**config.mk**
```make
export PLATFORM = sky130hd
export DESIGN_NAME = axi_sample_bridge
export DESIGN_NICKNAME = d
export VERILOG_FILES = /design/src/rtl/axi_bridge_pkg.sv /design/src/rtl/axi_burst_addr_gen.sv /design/src/rtl/axi_sample_bridge.sv
export SDC_FILE = /design/constraint.sdc
export NUM_CORES = 1
export LEC_CHECK = 0
export CELL_PAD_IN_SITES_DETAIL_PLACEMENT = 1
export CELL_PAD_IN_SITES_GLOBAL_PLACEMENT = 1
export CORE_UTILIZATION = 35
export DETAILED_ROUTE_END_ITERATION = 7
export GPL_TIMING_DRIVEN = 0
export PLACE_DENSITY_LB_ADDON = 0.1
export SLEW_MARGIN = 20
export SYNTH_ARGS = -nofsm -noshare
export SYNTH_HDL_FRONTEND = slang
export SYNTH_HIERARCHICAL = 1
export SYNTH_SLANG_ARGS = --single-unit
```
**constraint.sdc**
```tcl
create_clock -name i_clk -period 4.71 [get_ports i_clk]
set_clock_uncertainty 0.05 [all_clocks]
set_input_delay 0.942 -clock i_clk [delete_from_list [all_inputs] [get_ports i_clk]]
set_output_delay 0.942 -clock i_clk [all_outputs]
set_load 0.1 [all_outputs]
```
**src/rtl/axi_bridge_pkg.sv**
```systemverilog
// Shared types and encodings for the AXI4 sample-RAM bridge.
package axi_bridge_pkg;

  typedef enum logic [1:0] {
    ST_IDLE    = 2'd0,
    ST_WR_DATA = 2'd1,
    ST_WR_RESP = 2'd2,
    ST_RD_DATA = 2'd3
  } state_e;

  localparam logic [1:0] BURST_FIXED = 2'b00;
  localparam logic [1:0] BURST_INCR  = 2'b01;
  localparam logic [1:0] BURST_WRAP  = 2'b10;

  localparam logic [1:0] RESP_OKAY   = 2'b00;
  localparam logic [1:0] RESP_SLVERR = 2'b10;

  // Response and last flag travelling alongside each read beat.
  typedef struct packed {
    logic [1:0] resp;
    logic       last;
  } rd_meta_t;

  function automatic logic wrap_len_ok(input logic [7:0] len);
    return (len == 8'd1) || (len == 8'd3) || (len == 8'd7) || (len == 8'd15);
  endfunction

endpackage

```
**src/rtl/axi_burst_addr_gen.sv**
```systemverilog
// Burst address generator: latches a burst descriptor, steps one beat at a time,
// and presents the RAM index of the current beat plus a last-beat flag.
module axi_burst_addr_gen
  import axi_bridge_pkg::*;
#(
  parameter int unsigned ADDR_WIDTH = 12
) (
  input  logic                  clk,
  input  logic                  rst_n,
  input  logic                  load_i,
  input  logic                  step_i,
  input  logic [ADDR_WIDTH-1:0] addr_i,
  input  logic [7:0]            len_i,
  input  logic [2:0]            size_i,
  input  logic [1:0]            burst_i,
  output logic [ADDR_WIDTH-1:0] index_o,
  output logic                  last_o,
  output logic                  cfg_err_o
);

  logic [ADDR_WIDTH-1:0] addr_q, addr_d;
  logic [7:0]            len_q, beat_q;
  logic [2:0]            size_q;
  logic [1:0]            burst_q, load_burst;
  logic                  cfg_err_q, load_err;
  logic [ADDR_WIDTH-1:0] step_bytes, wrap_mask, incr_addr;

  // Unsupported wrap lengths and the reserved encoding degrade to INCR with an error.
  always_comb begin
    // NOTE: every always_comb output gets a default first so no path can infer a latch.
    load_burst = burst_i;
    load_err   = 1'b0;
    if (burst_i == 2'b11 || (burst_i == BURST_WRAP && !wrap_len_ok(len_i))) begin
      load_burst = BURST_INCR;
      load_err   = 1'b1;
    end
  end

  assign step_bytes = ADDR_WIDTH'(1) << size_q;
  assign wrap_mask  = ((ADDR_WIDTH'(len_q) + ADDR_WIDTH'(1)) << size_q) - ADDR_WIDTH'(1);
  assign incr_addr  = addr_q + step_bytes;

  always_comb begin
    addr_d = incr_addr;
    case (burst_q)
      BURST_FIXED: addr_d = addr_q;
      BURST_WRAP:  addr_d = (addr_q & ~wrap_mask) | (incr_addr & wrap_mask);
      default:     addr_d = incr_addr;
    endcase
  end

  always_ff @(posedge clk or negedge rst_n) begin
    // NOTE: sequential state uses non-blocking assignments so every flop samples pre-edge values.
    if (!rst_n) begin
      addr_q    <= '0;
      len_q     <= '0;
      beat_q    <= '0;
      size_q    <= '0;
      burst_q   <= BURST_INCR;
      cfg_err_q <= 1'b0;
    end else if (load_i) begin
      addr_q    <= addr_i;
      len_q     <= len_i;
      beat_q    <= '0;
      size_q    <= size_i;
      burst_q   <= load_burst;
      cfg_err_q <= load_err;
    end else if (step_i) begin
      addr_q <= addr_d;
      beat_q <= beat_q + 8'd1;
    end
  end

  assign index_o   = addr_q >> size_q;
  assign last_o    = (beat_q == len_q);
  assign cfg_err_o = cfg_err_q;

endmodule

```
**src/rtl/axi_sample_bridge.sv**
```systemverilog
// AXI4 slave bridge to the FFT sample RAM: burst writes load samples, burst reads
// return results once the transform has signalled completion.
module axi_sample_bridge
  import axi_bridge_pkg::*;
#(
  parameter int unsigned SAMPLE_WIDTH = 16,
  parameter int unsigned DATA_WIDTH   = 32,
  parameter int unsigned ADDR_WIDTH   = 12,
  parameter int unsigned ID_WIDTH     = 2
) (
  input  logic                    i_clk,
  input  logic                    i_rstn,
  input  logic [ADDR_WIDTH-1:0]   i_AWADDR,
  input  logic [7:0]              i_AWLEN,
  input  logic [2:0]              i_AWSIZE,
  input  logic [1:0]              i_AWBURST,
  input  logic [ID_WIDTH-1:0]     i_AWID,
  input  logic                    i_AWVALID,
  output logic                    o_AWREADY,
  input  logic [ADDR_WIDTH-1:0]   i_ARADDR,
  input  logic [7:0]              i_ARLEN,
  input  logic [2:0]              i_ARSIZE,
  input  logic [1:0]              i_ARBURST,
  input  logic [ID_WIDTH-1:0]     i_ARID,
  input  logic                    i_ARVALID,
  output logic                    o_ARREADY,
  input  logic [DATA_WIDTH-1:0]   i_WDATA,
  input  logic [DATA_WIDTH/8-1:0] i_WSTRB,
  input  logic                    i_WLAST,
  input  logic                    i_WVALID,
  output logic                    o_WREADY,
  output logic [ID_WIDTH-1:0]     o_BID,
  output logic [1:0]              o_BRESP,
  output logic                    o_BVALID,
  input  logic                    i_BREADY,
  output logic [DATA_WIDTH-1:0]   o_RDATA,
  output logic [ID_WIDTH-1:0]     o_RID,
  output logic [1:0]              o_RRESP,
  output logic                    o_RLAST,
  output logic                    o_RVALID,
  input  logic                    i_RREADY,
  input  logic [DATA_WIDTH-1:0]   i_DATA_FROM_RAM,
  input  logic                    i_CALC_END,
  input  logic [ADDR_WIDTH-1:0]   i_SAMPLES_NUMBER,
  output logic [SAMPLE_WIDTH-1:0] o_SAMPLE_ram,
  output logic [ADDR_WIDTH-1:0]   o_SAMPLE_INDEX_ram,
  output logic                    o_WRITE_ram,
  output logic                    o_READ_ram,
  output logic                    o_DATA_LOADED
);

  state_e                state_q, state_d;
  logic                  alive_q, calc_done_q, wr_err_q, rd_all_issued_q;
  logic [ID_WIDTH-1:0]   id_q;
  logic                  pend_q, rvalid_q, skid_v_q;
  rd_meta_t              pend_meta_q, rmeta_q, skid_meta_q, issue_meta;
  logic [DATA_WIDTH-1:0] rdata_q, skid_data_q, pend_data;

  logic                  idle, aw_hs, ar_hs, w_hs, b_hs, rd_issue, r_hs, rd_done;
  logic                  in_range, strb_ok, beat_err;
  logic [ADDR_WIDTH-1:0] gen_index;
  logic                  gen_last, gen_cfg_err;
  logic                  unused_wdata_hi;

  assign unused_wdata_hi = ^i_WDATA[DATA_WIDTH-1:SAMPLE_WIDTH];

  // alive_q keeps the ready outputs low while reset is asserted.
  assign idle     = (state_q == ST_IDLE) && alive_q;
  assign aw_hs    = idle && i_AWVALID;
  assign ar_hs    = idle && !i_AWVALID && calc_done_q && i_ARVALID;
  assign w_hs     = (state_q == ST_WR_DATA) && i_WVALID;
  assign b_hs     = (state_q == ST_WR_RESP) && i_BREADY;
  assign rd_issue = (state_q == ST_RD_DATA) && !rd_all_issued_q && (!rvalid_q || i_RREADY);
  assign r_hs     = rvalid_q && i_RREADY;
  assign rd_done  = r_hs && rmeta_q.last;

  assign in_range = gen_index < i_SAMPLES_NUMBER;
  assign strb_ok  = &i_WSTRB;
  assign beat_err = !strb_ok || !in_range || (i_WLAST != gen_last) || gen_cfg_err;

  axi_burst_addr_gen #(.ADDR_WIDTH(ADDR_WIDTH)) u_addr_gen (
    .clk      (i_clk),
    .rst_n    (i_rstn),
    .load_i   (aw_hs || ar_hs),
    .step_i   (w_hs || rd_issue),
    .addr_i   (aw_hs ? i_AWADDR  : i_ARADDR),
    .len_i    (aw_hs ? i_AWLEN   : i_ARLEN),
    .size_i   (aw_hs ? i_AWSIZE  : i_ARSIZE),
    .burst_i  (aw_hs ? i_AWBURST : i_ARBURST),
    .index_o  (gen_index),
    .last_o   (gen_last),
    .cfg_err_o(gen_cfg_err)
  );

  always_ff @(posedge i_clk or negedge i_rstn) begin
    if (!i_rstn) state_q <= ST_IDLE;
    else         state_q <= state_d;
  end

  always_comb begin
    state_d = state_q;
    case (state_q)
      ST_IDLE:    if (aw_hs) state_d = ST_WR_DATA;
                  else if (ar_hs) state_d = ST_RD_DATA;
      ST_WR_DATA: if (w_hs && gen_last) state_d = ST_WR_RESP;
      ST_WR_RESP: if (i_BREADY) state_d = ST_IDLE;
      ST_RD_DATA: if (rd_done) state_d = ST_IDLE;
      default:    state_d = ST_IDLE;
    endcase
  end

  always_comb begin
    o_AWREADY          = idle;
    o_ARREADY          = idle && calc_done_q;
    o_WREADY           = (state_q == ST_WR_DATA);
    o_WRITE_ram        = w_hs && strb_ok && in_range;
    o_SAMPLE_ram       = w_hs ? i_WDATA[SAMPLE_WIDTH-1:0] : '0;
    o_SAMPLE_INDEX_ram = (w_hs || rd_issue) ? gen_index : '0;
    o_READ_ram         = rd_issue && in_range;
    o_BVALID           = (state_q == ST_WR_RESP);
    o_BID              = o_BVALID ? id_q : '0;
    o_BRESP            = (o_BVALID && wr_err_q) ? RESP_SLVERR : RESP_OKAY;
    o_DATA_LOADED      = b_hs && !wr_err_q;
  end

  always_comb begin
    issue_meta.resp = (in_range && !gen_cfg_err) ? RESP_OKAY : RESP_SLVERR;
    issue_meta.last = gen_last;
  end

  assign pend_data = (pend_meta_q.resp == RESP_OKAY) ? i_DATA_FROM_RAM : '0;

  always_ff @(posedge i_clk or negedge i_rstn) begin
    if (!i_rstn) begin
      alive_q         <= 1'b0;
      calc_done_q     <= 1'b0;
      wr_err_q        <= 1'b0;
      rd_all_issued_q <= 1'b0;
      id_q            <= '0;
    end else begin
      alive_q <= 1'b1;
      if (aw_hs)           calc_done_q <= 1'b0;
      else if (i_CALC_END) calc_done_q <= 1'b1;
      if (aw_hs)                 wr_err_q <= 1'b0;
      else if (w_hs && beat_err) wr_err_q <= 1'b1;
      if (ar_hs)                     rd_all_issued_q <= 1'b0;
      else if (rd_issue && gen_last) rd_all_issued_q <= 1'b1;
      if (aw_hs)      id_q <= i_AWID;
      else if (ar_hs) id_q <= i_ARID;
    end
  end

  // Read data returns one cycle after issue; the skid slot catches it when the
  // output register is stalled, so issuing on (!RVALID || RREADY) never drops a beat.
  always_ff @(posedge i_clk or negedge i_rstn) begin
    if (!i_rstn) begin
      // NOTE: the data registers are reset too because they drive ports that must read 0 in reset.
      pend_q      <= 1'b0;
      pend_meta_q <= '0;
      rvalid_q    <= 1'b0;
      rdata_q     <= '0;
      rmeta_q     <= '0;
      skid_v_q    <= 1'b0;
      skid_data_q <= '0;
      skid_meta_q <= '0;
    end else begin
      pend_q <= rd_issue;
      if (rd_issue) pend_meta_q <= issue_meta;
      if (!rvalid_q || i_RREADY) begin
        if (skid_v_q) begin
          rdata_q  <= skid_data_q;
          rmeta_q  <= skid_meta_q;
          rvalid_q <= 1'b1;
          skid_v_q <= 1'b0;
        end else if (pend_q) begin
          rdata_q  <= pend_data;
          rmeta_q  <= pend_meta_q;
          rvalid_q <= 1'b1;
        end else begin
          rvalid_q <= 1'b0;
        end
      end else if (pend_q) begin
        skid_data_q <= pend_data;
        skid_meta_q <= pend_meta_q;
        skid_v_q    <= 1'b1;
      end
    end
  end

  assign o_RVALID = rvalid_q;
  assign o_RDATA  = rdata_q;
  assign o_RID    = id_q;
  assign o_RRESP  = rvalid_q ? rmeta_q.resp : RESP_OKAY;
  assign o_RLAST  = rvalid_q && rmeta_q.last;

endmodule
```
==> metrics.cfg, run 1 <==
[run_status]
status = complete, but fails checks
violations = DRC

[final_layout]
final_cell_mix = 197 x nand2_1, 188 x clkdlybuf4s50_1, 112 x dfrtp_1, 96 x o21ai_0, 86 x nor2_1
mostFrequentLayoutCell = nand2_1
ff_latch_area_um2 = 2880
syn_to_final_growth_pct = 38.2
layout-drive-gt1-share = 0.0941
diodes = 0
fillerInstances = 2644
multiInputGateArea_um2 = 4660
nets = 1386

[synthesis]
synth_xor_area_frac = 0.0332
synth-edff-count = 0
synth_cell_types = 76
yosys.area_share.simple = 0.264
synth_seq_area_share = 0.364
synth_top_area_cell = dfrtp_1
syn_avg_cell_area_um2 = 7.89
synth-adder-area-share = 0.0373
synth_cells = 1002
muxShareOfSynthArea = 0.0563
synth_warnings = 6
synthTopCellsByArea = dfrtp_1 36%, nand2_1 9.4%, o21ai_0 6.2%
async_flop_share = 1.00
synth_top_cell_area_share = 0.361
synthesis.area_um2 = 7910
synth_compound_area_frac = 0.191
ys.flop_type = dfrtp_1
ys_seq_elements = 115
synth_top_family_by_area = simple AND/OR/NAND/NOR gates

[timing]
drv_slew = 0
post-route-period-util = 0.978
worst_slack_ns = 0.103
period_needed_ns = 4.61
setup_viol = 0
fmax_mhz = 217
worst_pin_slew_ns = 1.05
fin_worst_hold_slack_ns = 0.430
finalHoldViolations = 0
max-slew-margin-rel = 0.301

[place]
place.gp.congestion = 0.922
dp_worst_setup_slack_ns = -1.03
hpwlAfterDp_mm = 22.3
port_buffers = 200

[cts]
cts.sinks = 115
clockRootBuffer = clkbuf_16
insertion_delay_ns = 0.42
cts-buffers-inserted = 17
clockBufferDepth = 2
cts_tree = built
ctsHoldBuffers = 0
htreeDepth = 4
path_clk_slew_ns = 0.06

[detailed_routing]
routedWlPerCell_um = 19.0
drt.antenna.violating_nets = 0
routed_wl_mm = 28.8
via_per_inst = 5.26
drtIter0Drc = 406
drt_pre_antenna_iters = 8
drc_errors = 13
num_vias = 7954

[min_path]
min_to = o_RDATA[22]
hold_path.class = reg -> reg
holdPathStages = 2
hp-start = o_RDATA[22]

[die]
core_um2 = 22000
ioPinCount = 220
die_x_um = 152
die_y_um = 152
dieArea_um2 = 23200
start_util = 0.360
num_rows = 54

[critical_path]
cp.required_ns = 3.72
cp-start-kind = input port
crit_path_max_incr_delay_ns = 1.14
r2r_slack_ns = 0.99
cp.arrival_ns = 3.62
endpoint_kind = primary output
r2r_cells = 14
path_class = in -> out
crit_chain = clkdlybuf4s50_1 > nand2b_2 > nand3_1 > or2_4 > o21ai_1 > and2_1 > clkdlybuf4s50_1
path_common_cell = clkdlybuf4s50_1
cpMaxStageDelayCell = clkdlybuf4s50_1
r2r_start = u_addr_gen/size_q[2]
path_max_fanout = 5

[global_route]
grt_max_degree = 62
grt_antenna_before_repair = 0
grtUsageTotal = 0.256
grt_pass1_wl_mm = 46.6
grt_pass1_vias = 8342
gr-total-overflow = 0

[power]
cellPowerDensity_nw_per_um2 = 824
leakagePower_nw = 4.77
ir_drop_v = 0.000375

[job]
maxCapViolations = 0

## stage by stage
| step | cell area [um2] | setup TNS, ns | total power [W] | std cells | util |
|---|---|---|---|---|---|
| after floorplan | 7940 | 0 | 0.00611 | 1003 | - |
| after global placement | 10300 | -255.70 | 0.00761 | 1483 | 0.468 |
| after detailed placement | 10300 | -3.35 | 0.00770 | 1484 | 0.470 |
| after CTS | 10900 | 0 | 0.00901 | 1516 | 0.497 |
| after global routing | 10900 | -0.00512 | 0.00958 | 1513 | 0.498 |
| final | 10900 | 0 | 0.00901 | 1513 | 0.498 |
## metal layers
metal  vias up  GRT usage  share of wire
met5         -          0              0
met1      3919      0.321           0.45
met3        20     0.0284          0.024
li1       3880          -              -
met2       135      0.459           0.51
met4         0     0.0748          0.015
## power by group
part | internal, W | leakage, nW | switching [W]
Combinational | 0.00182 | 3.02 | 0.00417
Sequential | 0.00140 | 1.48 | 0.000347
Clock | 0.000744 | 0.273 | 0.000518
Total | 0.00397 | 4.77 | 0.00504
## Yosys cell counts (3+ instances only)
cell type    n
xnor2_1     18
buf_2       17
dfrtp_1    114
a31oi_1      5
a22oi_1      3
buf_4        5
nor3_1      14
nand2_1    197
nand3b_1     3
a31o_2       4
nand3_1     11
mux2_2      20
buf_1        8
o211ai_1     7
mux2i_1     22
nor2_1      86
nor2b_1      7
nand4_1     13
nor4_1       3
clkbuf_1    42
o21bai_1     5
a21oi_1     66
nand2b_1    37
ha_1        22
o21ai_0     98
o21ai_1      4
inv_1       26
or3_1        8
xor2_1      12
or2_2        3
a211oi_1    13
and2_1      22
o22ai_1      3
and3_1      19
a21o_1       8
o21a_1       6
## critical path, delay by kind of cell
| family | cells | cell delay, ns |
|---|---|---|
| and+or+nand+nor | 4 | 0.74 |
| buffers and inverters | 2 | 1.67 |
| AOI/OAI and AO/OA | 1 | 0.25 |
## logic make-up (layout without fill, tap and decap cells)
logic type | after synthesis | after routing
adder cells (fa/ha/maj) | 23 | 23
AND/OR/NAND/NOR | 440 | 440
flip-flops | 115 | 115
AO/OA/AOI/OAI | 250 | 250
buffers and inverters | 100 | 330
multiplexers | 42 | 42
other | 2 | 3
XOR/XNOR | 30 | 30
## cell type report
| type | instances | share of cell area |
|---|---|---|
| Buffer | 67 | 0.0290 |
| Clock buffer | 18 | 0.0402 |
| Clock inverter | 14 | 0.0118 |
| Inverter | 28 | 0.0103 |
| Multi-Input combinational cell | 788 | 0.426 |
| Sequential cell | 115 | 0.264 |
| Tap cell | 280 | 0.0321 |
| Timing Repair Buffer | 203 | 0.187 |
## how the worst max path moves through the flow
stage / startpoint / to / depth (start not counted) / slack [ns]
6_report: i_RREADY / o_SAMPLE_INDEX_ram[1] / 7 / 0.10
5_1_grt: u_addr_gen/size_q[0] / o_READ_ram / 13 / -0.005
4_1_cts: u_addr_gen/size_q[1] / o_READ_ram / 13 / 0.02
3_5_place_dp: u_addr_gen/size_q[1] / o_READ_ram / 15 / -1.03
3_3_place_gp: i_rstn / asynchronous set/reset pin / 1 / -2.22
2_1_floorplan: u_addr_gen/size_q[1] / o_WRITE_ram / 14 / 0.07
## repair_timing
action                     CTS  global route
pin swaps                    2             2
gates resized for setup     38            12
setup buffers                1             1
setup endpoints to repair   13             3
cloned                       0             0
No activity file was read; power rests on OpenSTA's default activity.
==> run 2: changes to the inputs <==
--- a/config.mk
+++ b/config.mk
@@ -14,5 +14,4 @@
 export SLEW_MARGIN = 20
 export SYNTH_ARGS = -nofsm -noshare
 export SYNTH_HDL_FRONTEND = slang
-export SYNTH_HIERARCHICAL = 1
 export SYNTH_SLANG_ARGS = --single-unit
==> run 2 against run 1 <==
The flow finishes with violations (setup timing). Synthesized area decreased by 1.8%. Sequential power is 3% lower. Synthesized cell count down 4.1%. Critical path depth rose by 12.
==> metrics.cfg, run 2 <==
[run_status]
status = complete, but fails checks
violations = setup timing

[final_layout]
syn_to_final_growth_pct = 42.2
nets = 1361
final_cell_mix = 190 x clkdlybuf4s50_1, 138 x nand2_1, 113 x dfrtp_1, 92 x nor2_1, 85 x o21ai_0
fin_util = 0.506
stdcell_count = 1489
mostFrequentLayoutCell = clkdlybuf4s50_1
fillerInstances = 2652
layout-drive-gt1-share = 0.0993

[synthesis]
synth-edff-count = 0
synth_warnings = 0
synth_xor_area_frac = 0.0348
synth_top_family_by_area = simple AND/OR/NAND/NOR gates
synthesis.area_um2 = 7770
ys_seq_elements = 115
synthTopCellsByArea = dfrtp_1 37%, nand2_1 6.8%, o21ai_0 5.7%
syn_avg_cell_area_um2 = 8.08
synth_compound_area_frac = 0.211
synth_seq_area_share = 0.371
synth_common_cells = 141 x nand2_1, 114 x dfrtp_1, 94 x nor2_1
async_flop_share = 1.00
yosys.area_share.simple = 0.255
ys.flop_type = dfrtp_1
muxShareOfSynthArea = 0.0377
yosysMostFrequentCell = nand2_1
synth_top_cell_area_share = 0.367
synth_cells = 961
synth_top_area_cell = dfrtp_1
synth-adder-area-share = 0.0380
synth_cell_types = 80

[die]
dieArea_um2 = 22800
die_x_um = 151
core_um2 = 21800
ioPinCount = 220
num_rows = 54
start_util = 0.356
die_y_um = 151

[global_route]
gr-total-overflow = 0
grt_antenna_before_repair = 1
grt_pass1_wl_mm = 44.3
grt_pass1_vias = 8099
grt_max_degree = 64
grtUsageTotal = 0.255

[critical_path]
r2r_start = u_addr_gen.size_q[2]
r2r_cells = 13
cp.arrival_ns = 3.73
path_max_fanout = 7
path_class = reg -> out
cp-start-kind = flip-flop
endpoint_kind = primary output
r2r_slack_ns = 0.95
cp.required_ns = 3.72

[cts]
cts_tree = built
cts.sinks = 115
cts-buffers-inserted = 17
path_clk_slew_ns = 0.06
ctsHoldBuffers = 0
insertion_delay_ns = 0.41
htreeDepth = 4
clockRootBuffer = clkbuf_16
clockBufferDepth = 2

[power]
ir_drop_v = 0.000422
seqPwrFrac = 0.193
internal-power_w = 0.00408
swShare = 0.535
cellPowerDensity_nw_per_um2 = 795
power_frac_comb = 0.662
leakagePower_nw = 4.84
clockPowerShare = 0.145
power.total_w = 0.00878
power_switching_w = 0.00470

[detailed_routing]
drt.antenna.violating_nets = 0
drc_errors = 0
drt_pre_antenna_iters = 5
via_per_inst = 5.42
num_vias = 8065
routed_wl_mm = 28.8
drtIter0Drc = 425
routedWlPerCell_um = 19.3

[min_path]
holdPathStages = 2
min_to = o_RDATA[9]
hp-start = o_RDATA[9]
hold_path.class = reg -> reg

[place]
dp_worst_setup_slack_ns = -1.06
port_buffers = 201
hpwlAfterDp_mm = 21.5
dp.cells = 1444
place.gp.congestion = 0.907

[timing]
setup_viol = 1
rsz0062_at_grt = true
drv_slew = 0
max-slew-margin-rel = 0.302
worst_pin_slew_ns = 1.04
worst_slack_ns = -0.00920
fmax_mhz = 212
post-route-period-util = 1.00
period_needed_ns = 4.72
finalHoldViolations = 0

[job]
maxCapViolations = 0

[run 2: cell count changes in the layout (fill, tap and decap cells not counted), sizes merged, moves of 7 or more]
| cell | delta |
|---|---|
| a31oi | +16 |
| a21o | +7 |
| nand2 | -57 |
| mux2 | -12 |
| and3 | +9 |
| dlygate4sd2 | -8 |
| o21ai | -8 |
| nor2 | +8 |
| clkbuf | +16 |
| nand3 | +8 |
[run 2: worst max-delay path by stage]
stage,start,to
finish,u_addr_gen.size_q[0],o_READ_ram
global route,u_addr_gen.size_q[0],o_READ_ram
CTS,u_addr_gen.size_q[1],o_WRITE_ram
detailed placement,u_addr_gen.size_q[1],o_WRITE_ram
global placement,i_rstn,o_RDATA[27]
floorplan,u_addr_gen.size_q[0],o_WRITE_ram
[run 2: through the flow]
step	area (um2)	hold WS, ns	setup TNS (ns)
global placement	10200	0.410	-256.49
global route	11000	0.453	-0.315
detailed placement	10200	0.416	-3.02
finish	11000	0.428	-0.00920
CTS	10900	0.432	-0.112
floorplan	7840	0.392	0
[run 2: final cells by class]
class / count / area, um2 / share of cell area
clock inverters: 15 / 150 / 0.0136
multi-input cells: 755 / 4610 / 0.417
plain buffers: 64 / 332 / 0.0300
flip-flops and latches: 115 / 2880 / 0.261
diodes: 1 / 2.50 / 0.000227
well taps: 280 / 350 / 0.0317
repair buffers: 218 / 2200 / 0.199
clock buffers: 17 / 425 / 0.0385
inverters: 24 / 92.6 / 0.00838
[run 2: repair_timing]
item | CTS | global route
gates resized for setup | 36 | 39
cloned | 1 | 1
pin swaps | 1 | 8
endpoints found under the setup margin | 9 | 6
buffers inserted | 2 | 12
[run 2: power by group through the flow]
stage | sequential [W] | combinational, W | clock, W
2_1_floorplan | 0.00222 | 0.00349 | 0
3_3_place_gp | 0.00168 | 0.00543 | 0
3_5_place_dp | 0.00170 | 0.00551 | 0
4_1_cts | 0.00169 | 0.00558 | 0.00129
5_1_grt | 0.00174 | 0.00624 | 0.00133
6_report | 0.00170 | 0.00581 | 0.00127
[run 2: kinds of logic after synthesis]
kind of cell,count (synthesis)
XOR/XNOR,30
adder cells (fa/ha/maj),23
multiplexers,27
AND/OR/NAND/NOR,407
AO/OA/AOI/OAI,265
other,2
flip-flops,115
buffers and inverters,92
[run 2: metal layers]
| metal | wire length (um) | global-route usage | up-vias |
|---|---|---|---|
| met2 | 12800 | 0.392 | 221 |
| met4 | 478 | 0.0690 | 0 |
| met1 | 14200 | 0.368 | 3960 |
| li1 | - | - | 3853 |
| met5 | 0 | 0 | - |
| met3 | 1340 | 0.0398 | 31 |
[run 2: worst max-delay path, cell delays in order (launching register included)]
cell     delay (ns)
dfrtp_1        0.37
buf_6          0.13
buf_12         0.13
buf_12         0.14
mux2i_4        0.18
a21oi_2        0.18
nand2_2        0.08
nand2_2        0.11
ha_4           0.20
a21o_1         0.15
a21o_1         0.16
a21o_1         0.19
a21o_1         0.15
a21o_1         0.16
a21o_1         0.16
a21oi_2        0.18
o31ai_4        0.14
buf_4          0.17
nor2_4         0.12
buf_12         0.19
==> run 3: changes to the inputs <==
--- a/config.mk
+++ b/config.mk
@@ -15,3 +15,4 @@
 export SYNTH_ARGS = -nofsm -noshare
 export SYNTH_HDL_FRONTEND = slang
 export SYNTH_SLANG_ARGS = --single-unit
+export TNS_END_PERCENT = 50
==> run 3 against run 2 <==
The run still ends with setup timing left. Via count about the same. Sequential power about the same. Utilization is 0.11 points higher.
==> metrics.cfg, run 3 (synthesis results as in run 2) <==
[timing]
fmax_mhz = 212
worst_pin_slew_ns = 1.04
fin_worst_hold_slack_ns = 0.428
finalHoldViolations = 0
worst_slack_ns = -0.0161
post-route-period-util = 1.00
setup_viol = 1
period_needed_ns = 4.73
rsz0062_at_grt = true
drv_slew = 0
max-slew-margin-rel = 0.303
tns_ns = -0.0161

[critical_path]
endpoint_kind = primary output
cp.required_ns = 3.72
path_max_fanout = 7
path_delay_family = compound AO/OA/AOI/OAI gates
cp-start-kind = flip-flop
crit_end = o_READ_ram
path_buf_inv = 5
path_class = reg -> out
cpMaxStageDelayCell = dfrtp_1
crit_chain = buf_6 > buf_12 > buf_12 > mux2i_4 > a21oi_2 > nand2_2 > nand2_2 > ha_4 > a21o_1 > a21o_1 > a21o_1 > a21o_1 > a21o_1 > a21o_1 > a21oi_2 > o31ai_4 > buf_4 > nor2_4 > buf_12
cp.arrival_ns = 3.73
cp-startpoint = u_addr_gen.size_q[0]
r2r_start = u_addr_gen.size_q[2]
crit_path_max_incr_delay_ns = 0.37
r2r_slack_ns = 0.93
path_common_cell = a21o_1
worstSetupPathDepth = 19
r2r_cells = 13

[final_layout]
layout-drive-gt1-share = 0.0927
syn_to_final_growth_pct = 42.5
mostFrequentLayoutCell = clkdlybuf4s50_1
nets = 1361
final_cell_mix = 190 x clkdlybuf4s50_1, 138 x nand2_1, 113 x dfrtp_1, 92 x nor2_1, 85 x o21ai_0

[run_status]
violations = setup timing
status = complete, but fails checks

[cts]
clockRootBuffer = clkbuf_16
clockBufferDepth = 2
cts.sinks = 115
htreeDepth = 4
cts-buffers-inserted = 17
insertion_delay_ns = 0.41
cts_tree = built
ctsHoldBuffers = 0
path_clk_slew_ns = 0.06

[place]
hpwlAfterDp_mm = 21.5
port_buffers = 201
place.gp.congestion = 0.907

[detailed_routing]
routedWlPerCell_um = 19.3
drt.antenna.violating_nets = 0
drt_pre_antenna_iters = 5
routed_wl_mm = 28.8
drtIter0Drc = 426
num_vias = 8061
drc_errors = 0
via_per_inst = 5.41

[job]
maxCapViolations = 0

[die]
die_x_um = 151
ioPinCount = 220
die_y_um = 151
start_util = 0.356
num_rows = 54
core_um2 = 21800
dieArea_um2 = 22800

[global_route]
grt_pass1_wl_mm = 44.3
grtUsageTotal = 0.255
grt_pass1_vias = 8099
grt_antenna_before_repair = 1
grt_max_degree = 64
gr-total-overflow = 0

[min_path]
hold_path.class = reg -> reg

[power]
leakagePower_nw = 4.86
ir_drop_v = 0.000422
cellPowerDensity_nw_per_um2 = 794

run 3: repair_timing:
item | in CTS | in global routing
pin swaps | 1 | 8
endpoints found under the setup margin | 9 | 6
buffers inserted | 2 | 12
resized for setup | 36 | 26
cloned | 1 | 1
run 3: per-stage QoR:
stage,util,total power (W),area (um2),setup WS [ns],instances
3_5_place_dp,0.469,0.00721,10200,-1.06,1444
3_3_place_gp,0.468,0.00711,10200,-2.23,1443
4_1_cts,0.498,0.00856,10900,-0.112,1476
5_1_grt,0.507,0.00932,11100,-0.164,1489
2_1_floorplan,-,0.00571,7840,0.0102,962
6_report,0.507,0.00879,11100,-0.0161,1489
run 3: worst min-delay path by stage:
stage	startpoint	endpoint	depth (start not counted)	slack (ns)
3_5_place_dp	rmeta_q[0]	rmeta_q[0]	2	0.42
2_1_floorplan	rmeta_q[0]	rmeta_q[0]	2	0.39
5_1_grt	rmeta_q[0]	rmeta_q[0]	2	0.45
3_3_place_gp	rmeta_q[0]	rmeta_q[0]	2	0.41
4_1_cts	o_RDATA[26]	o_RDATA[26]	2	0.43
6_report	o_RDATA[9]	o_RDATA[9]	2	0.43
run 3: worst reg2reg max path, cell delays in order, from the launching register on:
cell and delay, ns:
dfrtp_2 0.46, inv_2 0.34, nand2_1 0.30, nor2_1 0.25, ha_1 0.27, a21o_1 0.17
a21oi_1 0.22, o21bai_1 0.13, a2111oi_0 0.61, nor2_1 0.13, xnor2_1 0.15, o211a_1 0.12
a211o_1 0.29, a22o_1 0.18
run 3: area by class of cell:
class / count / area [um2]
antenna: 1 / 2.50
buffer: 64 / 332
clock buffer: 17 / 425
clock inverter: 15 / 150
fill: 2646 / 10800
inverter: 24 / 92.6
multi-input combinational: 755 / 4610
sequential: 115 / 2880
tap: 280 / 350
timing repair buffer: 218 / 2230
run 3: per-layer routing:
layer	part of all wire	track usage
met5	0	0
met4	0.017	0.0690
met3	0.047	0.0398
met2	0.44	0.392
met1	0.49	0.368
run 3: power by group:
group	total [W]	internal, W	switching [W]
Clock	0.00127	0.000742	0.000529
Combinational	0.00582	0.00198	0.00384
Sequential	0.00170	0.00137	0.000331
Total	0.00879	0.00409	0.00470
